--- config.mk ---
export PLATFORM = sky130hd
export DESIGN_NAME = dsc_mac_ctrl_flat
export DESIGN_NICKNAME = d
export VERILOG_FILES = /design/src/rtl/dsc_mac_ctrl_pkg.sv /design/src/rtl/dsc_mac_ctrl_if.sv /design/src/rtl/dsc_mac_ctrl_counter.sv /design/src/rtl/dsc_mac_ctrl.sv /design/src/flat_wrapper.sv
export SDC_FILE = /design/constraint.sdc
export NUM_CORES = 1
export LEC_CHECK = 0
export ABC_AREA = 0
export BUFFER_PORTS_ARGS = -buffer_cell sky130_fd_sc_hd__buf_4
export CORE_ASPECT_RATIO = 1.1
export CORE_MARGIN = 3
export CORE_UTILIZATION = 52
export CTS_BUF_LIST = sky130_fd_sc_hd__clkbuf_4 sky130_fd_sc_hd__clkbuf_8 sky130_fd_sc_hd__clkbuf_16
export DETAILED_ROUTE_END_ITERATION = 6
export PLACE_DENSITY_LB_ADDON = 0.25
export SETUP_SLACK_MARGIN = 0.2
export SLEW_MARGIN = 25
export SYNTH_ARGS = -nofsm -noshare
export SYNTH_HDL_FRONTEND = slang
export SYNTH_SLANG_ARGS = --single-unit
--- constraint.sdc ---
create_clock -name clk -period 2.14 [get_ports clk]
set_clock_uncertainty 0.1 [all_clocks]
set_input_delay 0.214 -clock clk [delete_from_list [all_inputs] [get_ports clk]]
set_output_delay 0.214 -clock clk [all_outputs]
set_load 0.03 [all_outputs]
--- src/rtl/dsc_mac_ctrl_pkg.sv ---
// Shared definitions for the stochastic MAC controller: state encoding and default widths.
package dsc_pkg;

   localparam int unsigned WA_DEF = 4;
   localparam int unsigned WC_DEF = 8;

   typedef enum logic [1:0] {
      IDLE = 2'd0,
      LOAD = 2'd1,
      RUN  = 2'd2,
      DONE = 2'd3
   } state_e;

endpackage

--- src/rtl/dsc_mac_ctrl_if.sv ---
// Operand, generator-control and status bundle between the MAC controller and its environment.
interface dsc_mac_ctrl_if
   import dsc_pkg::*;
#(
   parameter int unsigned WA = WA_DEF,
   parameter int unsigned WC = WC_DEF
) ();

   logic          start;
   logic          abort;
   logic [WA-1:0] op_a;
   logic [WA-1:0] op_b;
   logic [WC-1:0] op_c;
   logic          sn_in;
   logic [WA-1:0] bin_a;
   logic [WA-1:0] bin_b;
   logic [WC-1:0] bin_c;
   logic          en_a;
   logic          en_b;
   logic          en_c;
   logic          gen_rst;
   logic          sel;
   logic          busy;
   logic          done;
   logic [WC-1:0] result;

   modport master (
      output start, abort, op_a, op_b, op_c, sn_in,
      input  bin_a, bin_b, bin_c, en_a, en_b, en_c, gen_rst, sel, busy, done, result
   );

   modport slave (
      input  start, abort, op_a, op_b, op_c, sn_in,
      output bin_a, bin_b, bin_c, en_a, en_b, en_c, gen_rst, sel, busy, done, result
   );

endinterface

--- src/rtl/dsc_mac_ctrl_counter.sv ---
// Free-running up counter with synchronous clear and a terminal-count flag qualified by enable.
module dsc_mac_ctrl_counter #(
   parameter int unsigned WIDTH = 9
) (
   input  logic             clk,
   input  logic             rst,
   input  logic             clr,
   input  logic             en,
   output logic [WIDTH-1:0] q,
   output logic             ovf_c
);

   always_ff @(posedge clk) begin
      if (rst || clr) begin
         q <= '0;
      end else if (en) begin
         q <= q + WIDTH'(1);
      end
   end

   assign ovf_c = en & (q == '1);

endmodule

--- src/rtl/dsc_mac_ctrl.sv ---
// Sequencer for a stochastic scaled-add MAC: runs the bitstream generators and counts sn_in ones.
module dsc_mac_ctrl
   import dsc_pkg::*;
#(
   parameter int unsigned WA = WA_DEF,
   parameter int unsigned WC = WC_DEF
) (
   input logic          clk,
   input logic          rst,
   dsc_mac_ctrl_if.slave bus
);

   localparam int unsigned WS = 2*WA + 1;
   localparam logic [WS-1:0] LO_MASK = WS'((2**WA) - 1);

   generate
      if (WC != 2*WA) begin : g_width_chk
         $error("dsc_mac_ctrl: WC must equal 2*WA");
      end
   endgenerate

   state_e        state, state_n;
   logic [WS-1:0] seq;
   logic          last_c;
   logic          load_c;
   logic          run_c;
   logic [WC:0]   acc, acc_n, acc_inc;
   logic [WA-1:0] bin_a, bin_a_n, bin_b, bin_b_n;
   logic [WC-1:0] bin_c, bin_c_n, result, result_n;
   logic          busy, busy_n, done, done_n, gen_rst, gen_rst_n;

   assign load_c = (state == LOAD);
   assign run_c  = (state == RUN);

   dsc_mac_ctrl_counter #(.WIDTH(WS)) u_seq (
      .clk   (clk),
      .rst   (rst),
      .clr   (load_c),
      .en    (run_c),
      .q     (seq),
      .ovf_c (last_c)
   );

   // Next-state and registered-output decode
   always_comb begin
      state_n  = state;
      acc_n    = acc;
      bin_a_n  = bin_a;
      bin_b_n  = bin_b;
      bin_c_n  = bin_c;
      result_n = result;
      acc_inc  = acc + (WC+1)'(bus.sn_in);

      case (state)
         IDLE, DONE: begin
            if (bus.abort) begin
               state_n = IDLE;
            end else if (bus.start) begin
               state_n = LOAD;
               bin_a_n = bus.op_a;
               bin_b_n = bus.op_b;
               bin_c_n = bus.op_c;
            end else begin
               state_n = IDLE;
            end
         end
         LOAD: begin
            acc_n   = '0;
            state_n = bus.abort ? IDLE : RUN;
         end
         RUN: begin
            if (bus.abort) begin
               state_n = IDLE;
            end else begin
               acc_n = acc_inc;
               if (last_c) begin
                  state_n  = DONE;
                  result_n = acc_inc[WC:1];
               end
            end
         end
         default: state_n = IDLE;
      endcase

      busy_n    = (state_n == LOAD) || (state_n == RUN);
      done_n    = (state_n == DONE);
      gen_rst_n = (state_n == LOAD);
   end

   always_ff @(posedge clk) begin
      if (rst) begin
         state   <= IDLE;
         acc     <= '0;
         bin_a   <= '0;
         bin_b   <= '0;
         bin_c   <= '0;
         result  <= '0;
         busy    <= 1'b0;
         done    <= 1'b0;
         gen_rst <= 1'b1;
      end else begin
         state   <= state_n;
         acc     <= acc_n;
         bin_a   <= bin_a_n;
         bin_b   <= bin_b_n;
         bin_c   <= bin_c_n;
         result  <= result_n;
         busy    <= busy_n;
         done    <= done_n;
         gen_rst <= gen_rst_n;
      end
   end

   assign bus.bin_a   = bin_a;
   assign bus.bin_b   = bin_b;
   assign bus.bin_c   = bin_c;
   assign bus.result  = result;
   assign bus.busy    = busy;
   assign bus.done    = done;
   assign bus.gen_rst = gen_rst;

   // Phase 0 (seq MSB low) walks the a/b product grid, phase 1 walks the c stream
   assign bus.en_a = run_c & ~seq[WS-1];
   assign bus.en_b = bus.en_a & ((seq | ~LO_MASK) == '1);
   assign bus.en_c = run_c & seq[WS-1];
   assign bus.sel  = run_c & seq[WS-1];

endmodule

--- src/flat_wrapper.sv ---
// flat-port wrapper written by rule: the top's interface ports become plain ports
module dsc_mac_ctrl_flat import dsc_pkg::*;
#(
   parameter int unsigned WA = WA_DEF,
   parameter int unsigned WC = WC_DEF
)
  (clk, rst, bus_start, bus_abort, bus_op_a, bus_op_b, bus_op_c, bus_sn_in, bus_bin_a, bus_bin_b, bus_bin_c, bus_en_a, bus_en_b, bus_en_c, bus_gen_rst, bus_sel, bus_busy, bus_done, bus_result);
  dsc_mac_ctrl_if #(.WA(WA), .WC(WC)) bus_i ();
  input logic clk;
  input logic rst;
  input wire logic [$bits(bus_i.start)-1:0] bus_start;
  input wire logic [$bits(bus_i.abort)-1:0] bus_abort;
  input wire logic [$bits(bus_i.op_a)-1:0] bus_op_a;
  input wire logic [$bits(bus_i.op_b)-1:0] bus_op_b;
  input wire logic [$bits(bus_i.op_c)-1:0] bus_op_c;
  input wire logic [$bits(bus_i.sn_in)-1:0] bus_sn_in;
  output wire logic [$bits(bus_i.bin_a)-1:0] bus_bin_a;
  output wire logic [$bits(bus_i.bin_b)-1:0] bus_bin_b;
  output wire logic [$bits(bus_i.bin_c)-1:0] bus_bin_c;
  output wire logic [$bits(bus_i.en_a)-1:0] bus_en_a;
  output wire logic [$bits(bus_i.en_b)-1:0] bus_en_b;
  output wire logic [$bits(bus_i.en_c)-1:0] bus_en_c;
  output wire logic [$bits(bus_i.gen_rst)-1:0] bus_gen_rst;
  output wire logic [$bits(bus_i.sel)-1:0] bus_sel;
  output wire logic [$bits(bus_i.busy)-1:0] bus_busy;
  output wire logic [$bits(bus_i.done)-1:0] bus_done;
  output wire logic [$bits(bus_i.result)-1:0] bus_result;
  assign bus_i.start = bus_start;
  assign bus_i.abort = bus_abort;
  assign bus_i.op_a = bus_op_a;
  assign bus_i.op_b = bus_op_b;
  assign bus_i.op_c = bus_op_c;
  assign bus_i.sn_in = bus_sn_in;
  assign bus_bin_a = bus_i.bin_a;
  assign bus_bin_b = bus_i.bin_b;
  assign bus_bin_c = bus_i.bin_c;
  assign bus_en_a = bus_i.en_a;
  assign bus_en_b = bus_i.en_b;
  assign bus_en_c = bus_i.en_c;
  assign bus_gen_rst = bus_i.gen_rst;
  assign bus_sel = bus_i.sel;
  assign bus_busy = bus_i.busy;
  assign bus_done = bus_i.done;
  assign bus_result = bus_i.result;
  dsc_mac_ctrl #(.WA(WA), .WC(WC)) u_core (.clk(clk), .rst(rst), .bus(bus_i));
endmodule
==> results of run 1 <==
-- through the flow --
stage                     utilization  cells
after floorplan                     -    246
after CTS                       0.687    342
after detailed placement        0.658    333
after global routing            0.701    345
final                           0.701    345
after global placement          0.658    333
-- per-layer routing --
layer  global-route usage  vias up
met5                    0        -
met4               0.0745        0
met3               0.0478        7
met2                0.331       45
met1                0.214      824
li1                     -      915
-- synth_stat cells, types with 2 or more instances --
cell type	n
a211o_1	2
nand4_1	3
and2_1	2
o21ai_0	5
buf_6	3
nand3_1	5
dfxtp_1	47
xor2_1	8
a211oi_1	7
nor2_1	28
inv_1	4
a31oi_1	2
nand2b_1	2
buf_4	3
nor3_1	2
mux2i_1	4
nor3b_1	3
or3_1	2
nand2_1	40
a21oi_1	24
clkbuf_1	5
mux2_2	2
or2_2	3
nor2b_1	2
buf_2	5
and3_1	4
xnor2_1	7
ha_1	8
-- area by class of cell --
| class | count | share of cell area |
|---|---|---|
| inverter | 5 | 0.00710 |
| multi-input combinational | 176 | 0.405 |
| clock buffer | 6 | 0.0289 |
| sequential | 47 | 0.360 |
| tap | 50 | 0.0237 |
| clock inverter | 2 | 0.00473 |
| timing repair buffer | 59 | 0.170 |
-- sequential cells by signal (all words and copies together), names as in the netlist --
signal,cells
u_core.bus.gen_rst,1
u_core.bus.done,1
u_core.state,2
u_core.bus.busy,1
u_core.bus.bin_c,8
u_core.bus.bin_b,4
u_core.bus.result,8
u_core.bus.bin_a,4
u_core.u_seq.q,9
u_core.acc,9
-- repair_timing --
item                                   CTS  global route
setup endpoints to repair                3            11
resized for setup                        6             9
endpoints found under the hold margin    0             0
buffers inserted                         1             3
pin swaps                                4             2
-- cell usage in the layout, fill, tap and decap left out, types with 3 or more instances in the layout --
cell,count
dfxtp_1,40
ha_1,6
dfxtp_2,6
a21oi_1,24
nand3_1,4
a211oi_1,7
xnor2_1,7
nand4_1,3
nor2_1,28
nor3b_1,3
and3_1,4
clkbuf_8,5
buf_4,57
o21ai_0,5
mux2i_1,4
or2_2,3
inv_1,4
nand2_1,40
xor2_1,8
-- worst max-delay path, stage by stage, from the launching register on --
cell and delay, ps:
dfxtp_2 360, ha_4 130, nand2_1 60, nor3_2 110
ha_2 200, nor2_1 30, or3_1 320, a21oi_2 190
ha_1 250, nor2_1 80
-- cells by family after synthesis --
logic type,count (synthesis),synth area share
adder cells (fa/ha/maj),8,0.0473
AO/OA/AOI/OAI,45,0.127
buffers and inverters,23,0.0603
XOR/XNOR,15,0.0621
flip-flops,47,0.445
multiplexers,6,0.0296
AND/OR/NAND/NOR,102,0.228
-- power breakdown --
| group | switching (uW) | leakage [uW] | internal (uW) |
|---|---|---|---|
| Combinational | 88.8 | 0.000628 | 62.9 |
| Clock | 292 | 0.0000446 | 241 |
| Sequential | 7.95 | 0.000385 | 889 |
-- how the worst max path moves through the flow --
| stage | slack, ps | to |
|---|---|---|
| 6_report | 230 | u_core.bus.busy$_SDFF_PP0_ |
| 5_1_grt | 120 | u_core.bus.busy$_SDFF_PP0_ |
| 4_1_cts | 210 | u_core.bus.busy$_SDFF_PP0_ |
| 3_5_place_dp | 100 | u_core.bus.gen_rst$_SDFF_PP1_ |
| 3_3_place_gp | 160 | u_core.bus.gen_rst$_SDFF_PP1_ |
| 2_1_floorplan | 230 | u_core.bus.gen_rst$_SDFF_PP1_ |
==> metrics list, run 1 <==
- The number of cells on the worst reg-to-reg path is 9.
- Pin placement for this block handled 52 I/O pins.
- WP data arrival: 2040 ps
* Cells on Worst Hold Path: 3
* Gate count after technology mapping: 246
- dfxtp_1 takes more of the synthesized area than any other cell.
* Worst Slack Setup Final: roughly 230 ps
* Leakage power: between 0.001 and 0.0015 uW
- Across the VDD grid, the largest voltage drop is 0.000468 V.
- Terminus of the critical flop-to-flop path: u_core.bus.busy$_SDFF_PP0_
* Primary FF master, synth: dfxtp_1
- The area growth from synthesis to layout is 25.0%.
- On the final layout, the worst hold slack is roughly 54 ps.
* Largest buffer count on any clock path: 2
* Drt via density: between 5 and 6
* Setup tns final: 0 ps
* Total count of hold-check failures in the final report: 0
* Worst setup EP type: register
- The routed design uses around 200 um of met3 wire.
- For this run, the top clock speed supported by timing is 523 MHz.
* Netlist Area Pre-Place: 2110 um2
- A synthesized cell averages 8.60 um2.
- Vias after detailed routing: about 1800
* Initial DRC count: 86
- Entering global routing, the biggest net connects 39 pins.
* Via count of the first global-routing pass: roughly 1700
* Final nets: 323
- The synthesized design contains 0 enable-type register cells.
- Post-layout instance area: ~2600 um2
- The number of nets in the synthesized netlist is between 200 and 300.
- The floorplan step set the die width to roughly 67 um.
- Sinks on the clock net: between 40 and 50
- Number of H-tree levels: 2
* Fraction of synthesized cell area taken by the top area cell type: 0.445
- Clock-pin slew was measured on the worst setup and hold paths at 90 ps.
- Routability-driven placement congestion ratio: about 0.76
- Rows: 23
- Hold worst-path end: u_core.bus.bin_c[1]$_SDFFE_PP0P_
* Main area contributors after synthesis: dfxtp_1, nand2_1, a21oi_1, nor2_1, ha_1
- Kind of critical path: reg2reg
* HPWL after detailed placement: approximately 3100 um
- The tool flagged a number of max-cap violations equal to 0.
- The tree is rooted in a clkbuf_8.
* Total routed wire length on the met1 layer: around 1900 um
- 1st-pass router iterations: 4
* Uppermost layer routed: met4
- Hold buffer count at cts: 0
* Worst reg2reg startpoint: u_core.u_seq.q[0]$_SDFFE_PP0P_
* Number of synthesized register bits: between 40 and 50
* Area post-placement: roughly 2500 um2
* Overall power after layout: around 1600 uW
- Wires add up to 4490 um.
- The worst register-to-register path has a setup slack of around 230 ps.
* Outcome: finished clean
* Initial standard-cell utilization of the core: 0.561
* Power density over the cells: 598 nW/um2
* TritonCTS clock tree: yes
* DIE AREA: roughly 4900 um2
- First-pass GRT wire length: 7060 um
* Fraction of layout cells with a size suffix above 1: 0.298
- Residual overflow from global routing: 0
* Min Tclk post-route: approximately 1900 ps
- Buffers placed on the I/O ports in this run total 51.
- Per-cell routed wire length: around 13 um
- Floorplan die height: around 73 um
- Crit path launch type: register
* CP startpoint: u_core.u_seq.q[0]$_SDFFE_PP0P_
- Core footprint: around 3800 um2
- Total number of yosys warnings: 0
- Routed wl met2: between 2000 and 2500 um
* Antenna viol nets, final: 0
- For the worst-skew pair, the clock arrives at the later sink with an insertion delay of 300 ps.
- In the finished design, the share of the clock period the worst path needs comes to 0.894.
- The startpoint identified for the worst hold timing path is bus_op_c[1].
- Number of buffers created by CTS: 5
- In this run the worst hold path is classified as in2reg.
- Counting the fill cells in the layout gives roughly 330.
- Setup-failing EPs final: 0
- Overall routing resource usage: 0.188
* Slew HR: 0.734
- Area of the multi-input gates: around 1100 um2
- The netlist uses 42 different library cells.
* Worst-path fanout max: 3
- Number of design rule violations left after detail routing: 0
* Worst slew pin tran: around 400 ps
- OpenSTA, run right after detailed placement, puts the worst setup slack at around 100 ps.
* Sequential element share of the synthesized area: 0.445
- RSZ-0062 raised after global routing: yes
- Initial antenna violation count: 0
- Data on the critical path is required at its endpoint by 2270 ps.
- Registers take ~950 um2.
- Share of synthesized flip-flops with an asynchronous set or reset: 0
- The repair_antennas step left the layout with diodes totalling 0.
* Slew Limit Fails: 0
Power figures use the tool's default switching activity.
==> inputs of run 2 (changes only) <==
--- a/config.mk
+++ b/config.mk
@@ -9,7 +9,7 @@
 export BUFFER_PORTS_ARGS = -buffer_cell sky130_fd_sc_hd__buf_4
 export CORE_ASPECT_RATIO = 1.1
 export CORE_MARGIN = 3
-export CORE_UTILIZATION = 52
+export CORE_UTILIZATION = 45
 export CTS_BUF_LIST = sky130_fd_sc_hd__clkbuf_4 sky130_fd_sc_hd__clkbuf_8 sky130_fd_sc_hd__clkbuf_16
 export DETAILED_ROUTE_END_ITERATION = 6
 export PLACE_DENSITY_LB_ADDON = 0.25
==> run 2 against run 1 <==
Against the previous run: maximum frequency shrank 4.7%; setup slack lost 94 ps; register-to-register slack lost 90 ps; clock-buffer cell count is the same; cell count grew 0.87%; sequential cell count is the same; utilization shrank 9.3 points; first-iteration DRC count grew 13%; critical path type unchanged.
==> metrics list, run 2 (same netlist as run 1, synthesis figures left out) <==
- Outcome: finished clean (unchanged)
- Setup-failing EPs final: 0 (unchanged)
- The number of cell instances on the worst register-to-register path is 9 (unchanged).
- Floorplan die height: 77.9 um (was 72.9 um)
* Final nets: 323 (unchanged)
* Largest registers ranked by flip-flop count: u_core.acc: 9 flops, u_core.u_seq.q: 9 flops (unchanged)
- The most common library cell in the layout ignoring fill and taps was buf_4 (unchanged).
* Hold worst-path end: u_core.bus.bin_c[1]$_SDFFE_PP0P_ (unchanged)
- The count of non-filler cells in the finished layout was 348 (was 345).
- Cell class contributing the biggest share of worst-path delay: simple AND/OR/NAND/NOR gates (unchanged)
* RSZ-0062 raised after global routing: yes (unchanged)
* Routability-driven placement congestion ratio: 0.809 (was 0.758)
- Type of the worst min-delay path: in2reg (unchanged)
- Chain of cells forming the critical path: ha_4, nand2_2, nor3_2, ha_2, nor2_1, or3_4, a21oi_4, ha_4, nor2_1 (was ha_4, nand2_1, nor3_2, ha_2, nor2_1, or3_1, a21oi_2, ha_1, nor2_1)
- DIE AREA: 5560 um2 (was 4870 um2)
- Leakage power: 0.00107 uW (was 0.00106 uW)
- FILL cells: 392 (was 332)
- The number of failing hold endpoints at the final stage came to 0 (unchanged).
- The buffer levels on the longest clock path came to 2 (unchanged).
- Root buffer cell: clkbuf_8 (unchanged)
- The number of H-tree branching levels was 2 (unchanged).
- Hold buffer count at cts: 0 (unchanged)
* Per-cell routed wire length: 12.6 um (was 13.0 um)
- Power density over the cells: 629 nW/um2 (was 598 nW/um2)
* Worst reg2reg startpoint: u_core.u_seq.q[1]$_SDFFE_PP0P_ (was u_core.u_seq.q[0]$_SDFFE_PP0P_)
- 1st-pass router iterations: 4 (unchanged)
- Antenna viol nets, final: 0 (unchanged)
- Slew HR: 0.727 (was 0.734)
- Flip-flop and latch area: 943 um2 (was 952 um2)
- The post-detailed-route via-to-cell ratio was 5.09 (was 5.19).
- Kind of critical path: reg2reg (unchanged)
- Slowest cell on the critical path: dfxtp_2 (unchanged)
- Highest-count cells in the layout ignoring fill and taps: buf_4, dfxtp_1, nand2_1 (was buf_4, nand2_1, dfxtp_1).
- The largest fanout on the critical path came to 3 (unchanged).
- The largest net degree at the start of global routing came to 39 (unchanged).
* Post-placement worst setup slack: 76.6 ps (was 104 ps)
- The half-perimeter wire length after placement is 3000 um (was 3130 um).
- The number of buffer and inverter instances along the worst setup path is 0 (unchanged).
- Antenna diode count: 0 (unchanged)
* Number of port buffers: 51 (unchanged)
- The worst ir drop on vdd was 0.000387 V (was 0.000468 V).
- The initial antenna violation count is 0 (unchanged).
- The overall fraction of global-route tracks in use came to 0.162 (was 0.188).
* Initial DRC count: 97 (was 86)
- Crit path largest cell delay: 360 ps (about the same)
- The launching element type of the critical path is a register (unchanged).
* Worst Hold Launch: bus_op_c[1] (unchanged)
- Fraction of layout cells with a size suffix above 1: 0.293 (was 0.298)
- The count of vias placed by the detailed router is 1771 (was 1791).
- The final routed DRC violation total is 0 (unchanged).
- The critical path endpoint category was a register (unchanged).
- Slew Limit Fails: 0 (unchanged)
- The source-to-sink clock delay at the later pin of the worst-skew pair was 300 ps (about the same).
* Area of the multi-input gates: 1100 um2 (was 1070 um2)
- Min Tclk post-route: 2010 ps (was 1910 ps)
* Cell total after placement: 337 (was 333)
- Number of buffers created by CTS: 5 (unchanged)
- Sinks on the clock net: 47 (unchanged)
* Terminus of the critical flop-to-flop path: u_core.bus.busy$_SDFF_PP0_ (unchanged)
- Clock-pin transition on the worst setup and hold timing paths: 80 ps (was 90 ps)
* First-pass GRT wire length: 7320 um (was 7060 um)
- Overall power after layout: 1690 uW (was 1580 uW)
* Worst slew pin tran: 409 ps (was 399 ps)
* Residual overflow from global routing: 0 (unchanged)
* Core footprint: 4410 um2 (was 3770 um2)
- The TritonCTS clock tree was yes (unchanged).
- The setup TNS after final layout was 0 ps (unchanged).
- The growth of design area from synthesis to finish is 26.8% (was 25.0%).
- The post-route clock period utilization was 0.938 (was 0.894).
* Horizontal die dimension: 71.4 um (was 66.8 um)
- Data required time of the worst path: 2270 ps (about the same)
- The setup slack of the most critical reg-to-reg path is 130 ps (was 230 ps).
* Number of primary I/O pins: 52 (unchanged)
- The maximum clock frequency came to 498 MHz (was 523 MHz).
* Worst Slack Setup Final: 133 ps (was 227 ps)
- The arrival time at the worst endpoint came to 2140 ps (was 2040 ps).
- Routed Wire Length: 4390 um (was 4490 um)
- The standard-cell row count came to 25 (was 23).
- The initial core utilization was 0.479 (was 0.561).
- Via count of the first global-routing pass: 1682 (was 1657)
- The number of maximum-capacitance constraint violations is 0 (unchanged).
- Cells on Worst Hold Path: 3 (unchanged)
run 2: cell types whose count changed in the layout (fill, tap and decap cells not counted), moves of 2 or more:
| cell | change |
|---|---|
| buf_4 | +2 |
| dfxtp_1 | +5 |
| buf_6 | -2 |
| ha_1 | -2 |
| dfxtp_2 | -4 |
run 2: repair_timing:
action,in CTS,in global routing
pin swaps,3,7
setup buffers,2,2
resized for setup,6,9
setup endpoints to repair,4,4
run 2: final cells by class:
class | count | share of cell area
Clock inverter | 1 | 0.0112
Inverter | 5 | 0.00700
Tap cell | 54 | 0.0252
Multi-Input combinational cell | 176 | 0.411
Sequential cell | 47 | 0.352
Clock buffer | 6 | 0.0285
Timing Repair Buffer | 59 | 0.165
run 2: layer usage:
layer	track usage	vias to the layer above	wire, um
met5	0	-	0
met4	0.0526	0	42
met3	0.0492	6	252
met2	0.282	44	2200
met1	0.186	801	1900
li1	-	920	-
run 2: through the flow:
step / area (um2) / utilization / hold slack, ps
6_report: 2680 / 0.608 / 54.9
3_5_place_dp: 2490 / 0.564 / 348
3_3_place_gp: 2490 / 0.564 / 343
4_1_cts: 2620 / 0.595 / 50.6
2_1_floorplan: 2110 / - / 250
5_1_grt: 2680 / 0.608 / 49.2
run 2: tightest hold or removal path, stage by stage:
cell,delay [ps]
buf_4,110
nand2_1,40
a21oi_1,50
run 2: worst max path at each step:
stage                              startpoint                            end  slack, ps  cells after the start
2_1_floorplan  u_core.u_seq.q[0]$_SDFFE_PP0P_  u_core.bus.gen_rst$_SDFF_PP1_        230                      8
3_3_place_gp   u_core.u_seq.q[0]$_SDFFE_PP0P_  u_core.bus.gen_rst$_SDFF_PP1_        140                      8
3_5_place_dp   u_core.u_seq.q[0]$_SDFFE_PP0P_  u_core.bus.gen_rst$_SDFF_PP1_         80                      8
4_1_cts        u_core.u_seq.q[0]$_SDFFE_PP0P_     u_core.bus.busy$_SDFF_PP0_        190                      9
5_1_grt        u_core.u_seq.q[1]$_SDFFE_PP0P_     u_core.bus.done$_SDFF_PP0_         20                      9
6_report       u_core.u_seq.q[1]$_SDFFE_PP0P_     u_core.bus.busy$_SDFF_PP0_        130                      9
run 2: report_power, final:
| part | leakage (uW) | switching [uW] | internal (uW) |
|---|---|---|---|
| sequential | 0.000382 | 8.05 | 891 |
| combinational | 0.000632 | 91.1 | 64.9 |
| clock | 0.0000547 | 277 | 355 |
==> inputs of run 3 (changes only) <==
--- a/config.mk
+++ b/config.mk
@@ -6,7 +6,7 @@
 export NUM_CORES = 1
 export LEC_CHECK = 0
 export ABC_AREA = 0
-export BUFFER_PORTS_ARGS = -buffer_cell sky130_fd_sc_hd__buf_4
+export BUFFER_PORTS_ARGS = -buffer_cell sky130_fd_sc_hd__buf_2
 export CORE_ASPECT_RATIO = 1.1
 export CORE_MARGIN = 3
 export CORE_UTILIZATION = 45
==> run 3 against run 2 <==
Against the previous run: utilization down 3.4 points; critical path type unchanged; combinational power is 13% lower; largest power group unchanged; sequential cell count unchanged; critical endpoint is now u_core.bus.gen_rst$_SDFF_PP1_; largest cell class unchanged; die area unchanged.
==> metrics list, run 3 (same netlist as run 1, synthesis figures left out) <==
- Outcome: finished clean (unchanged).
- The final routed wire length divided by cell count is 12.1 um (was 12.6 um).
- Slew HR: 0.744 (was 0.727)
* Type of the worst min-delay path: in2reg (unchanged)
* Worst-path fanout max: 3 (unchanged)
* Final nets: 322 (was 323)
- The growth of design area from synthesis to finish is 19.8% (was 26.8%).
- The leakage power is 0.00104 uW (was 0.00107 uW).
* Final cycle utilization of the critical path: 0.892 (was 0.938)
* Combinational share of power: 0.081 (was 0.092)
* RSZ-0062 raised after global routing: yes (unchanged)
* Drt via density: 5.05 (was 5.09)
- HPWL after detailed placement: 3000 um (about the same)
* Number of primary I/O pins: 52 (unchanged)
* Peak supply drop: 0.000411 V (was 0.000387 V)
* Slew Limit Fails: 0 (unchanged)
* Via count of the first global-routing pass: 1650 (was 1682)
- Root buffer cell: clkbuf_8 (unchanged)
- The total of endpoints with negative setup slack in the final report was 0 (unchanged).
- Setup tns final: 0 ps (unchanged)
- The core footprint came to 4410 um2 (unchanged).
- The areal power density over the cells is 656 nW/um2 (was 629 nW/um2).
- Fraction of power consumed by the clock network: 0.379 (was 0.375)
- DIE AREA: 5560 um2 (unchanged)
* Routed Wire Length: 4190 um (was 4390 um)
* Min Tclk post-route: 1910 ps (was 2010 ps)
- Sinks on the clock net: 47 (unchanged)
- Min Hold Slack: 49.1 ps (was 54.9 ps)
- Internal power of the cells: 1290 uW (was 1310 uW)
- Initial antenna violation count: 0 (unchanged)
* Switching power: 371 uW (was 376 uW)
* TritonCTS clock tree: yes (unchanged)
* MaxCap Viol Count: 0 (unchanged)
- The overall die width came to 71.4 um (unchanged).
- The launching element type of the critical path is a register (unchanged).
* First-pass GRT wire length: 7290 um (was 7320 um)
- Largest registers ranked by flip-flop count: u_core.acc: 9 flops, u_core.u_seq.q: 9 flops (unchanged).
- The number of failing hold endpoints at the final stage came to 0 (unchanged).
- Residual overflow from global routing: 0 (unchanged)
- The number of H-tree branching levels came to 2 (unchanged).
* Switching share of total power: 0.223 (about the same)
* Antenna viol nets, final: 0 (unchanged)
* Overall routing resource usage: 0.162 (about the same)
* Clock-pin transition on the worst setup and hold timing paths: 80 ps (about the same)
- Initial standard-cell utilization of the core: 0.479 (unchanged)
* Largest net degree at the start of global routing: 24 (was 39)
- Kind of critical path: reg2reg (unchanged)
- The critical path endpoint category is a register (unchanged).
* Number of design rule violations left after detail routing: 0 (unchanged)
- Most common cell after layout, fill and taps aside: buf_2 (was buf_4)
* Fmax: 524 MHz (was 498 MHz)
- The measured slew at the worst slew-check pin is 382 ps (was 409 ps).
* Largest buffer count on any clock path: 2 (unchanged)
* Fraction of layout cells with a size suffix above 1: 0.294 (was 0.293)
- The global placer's final weighted congestion came to 0.821 (was 0.809).
- Highest-count cells in the layout ignoring fill and taps: buf_2, dfxtp_1, nand2_1 (was buf_4, dfxtp_1, nand2_1).
* Number of port buffers: 51 (unchanged)
- The height of the die is 77.9 um (unchanged).
* Data required time of the worst path: 2230 ps (was 2270 ps)
- Seq pwr share: 0.540 (was 0.533)
- The number of design-rule violations left by the first detailed-router iteration came to 45 (was 97).
* Vias after detailed routing: 1752 (was 1771)
* Number of buffers created by CTS: 5 (unchanged)
- Antenna diode count: 0 (unchanged)
* Clock insertion delay at the later pin of the skew report: 290 ps (was 300 ps)
- The standard-cell row count came to 25 (unchanged).
* 1st-pass router iterations: 4 (unchanged)
* WP data arrival: 2000 ps (was 2140 ps)
## run 3: cell count changes in the layout (fill, tap and decap cells not counted), sizes merged
cell	before	now
buf	59	57
clkbuf	6	7
## run 3: critical path: stages, from the launching register on
cell and delay (ps):
dfxtp_2 370, ha_4 150, nand2_2 50, nor3_2 110, ha_2 200, o21ai_0 80
a211o_1 300, ha_1 180, or2_2 260
## run 3: what timing repair did
item,4_1_cts,5_1_grt
hold buffers,0,0
gates resized for setup,6,8
buffers inserted,1,1
hold endpoints to repair,0,0
pin swaps,3,1
endpoints found under the setup margin,4,4
## run 3: metal layers
metal	vias up	GRT usage	share of wire
met3	8	0.0427	0.052
met5	-	0	0
met4	0	0.0639	0.022
li1	913	-	-
met1	788	0.193	0.45
met2	43	0.274	0.47
## run 3: per-stage QoR
step                power [uW]  setup slack (ps)  cell area (um2)  instances   util
global placement          1050               136             2370        338  0.536
floorplan                 1010               228             2110        246      -
finish                    1660               231             2530        347  0.574
global route              1740              72.1             2530        347  0.574
detailed placement        1050              84.5             2370        338  0.536
CTS                       1680               201             2490        346  0.566
## run 3: path summary, 6_finish.rpt
check	slack (ps)	end	cells past startpoint	from
max	230	u_core.bus.gen_rst$_SDFF_PP1_	8	u_core.u_seq.q[0]$_SDFFE_PP0P_
min	50	u_core.bus.bin_a[0]$_SDFFE_PP0P_	3	bus_op_a[0]
max reg2reg	230	u_core.bus.gen_rst$_SDFF_PP1_	8	u_core.u_seq.q[0]$_SDFFE_PP0P_
min reg2reg	350	u_core.bus.bin_b[1]$_SDFFE_PP0P_	2	u_core.bus.bin_b[1]$_SDFFE_PP0P_
## run 3: layout make-up
class	count	area, um2
repair buffers	58	310
clock inverters	1	30.0
fillers	429	1880
well taps	54	67.6
flip-flops and latches	47	948
multi-input cells	176	1080
clock buffers	6	76.3
inverters	5	18.8
## run 3: power by group through the flow
stage	Combinational [uW]	Sequential, uW	Clock [uW]
after detailed placement	134	918	0
after global placement	134	918	0
after global routing	149	900	689
final	135	897	630
after CTS	135	898	648
after floorplan	54.5	951	0
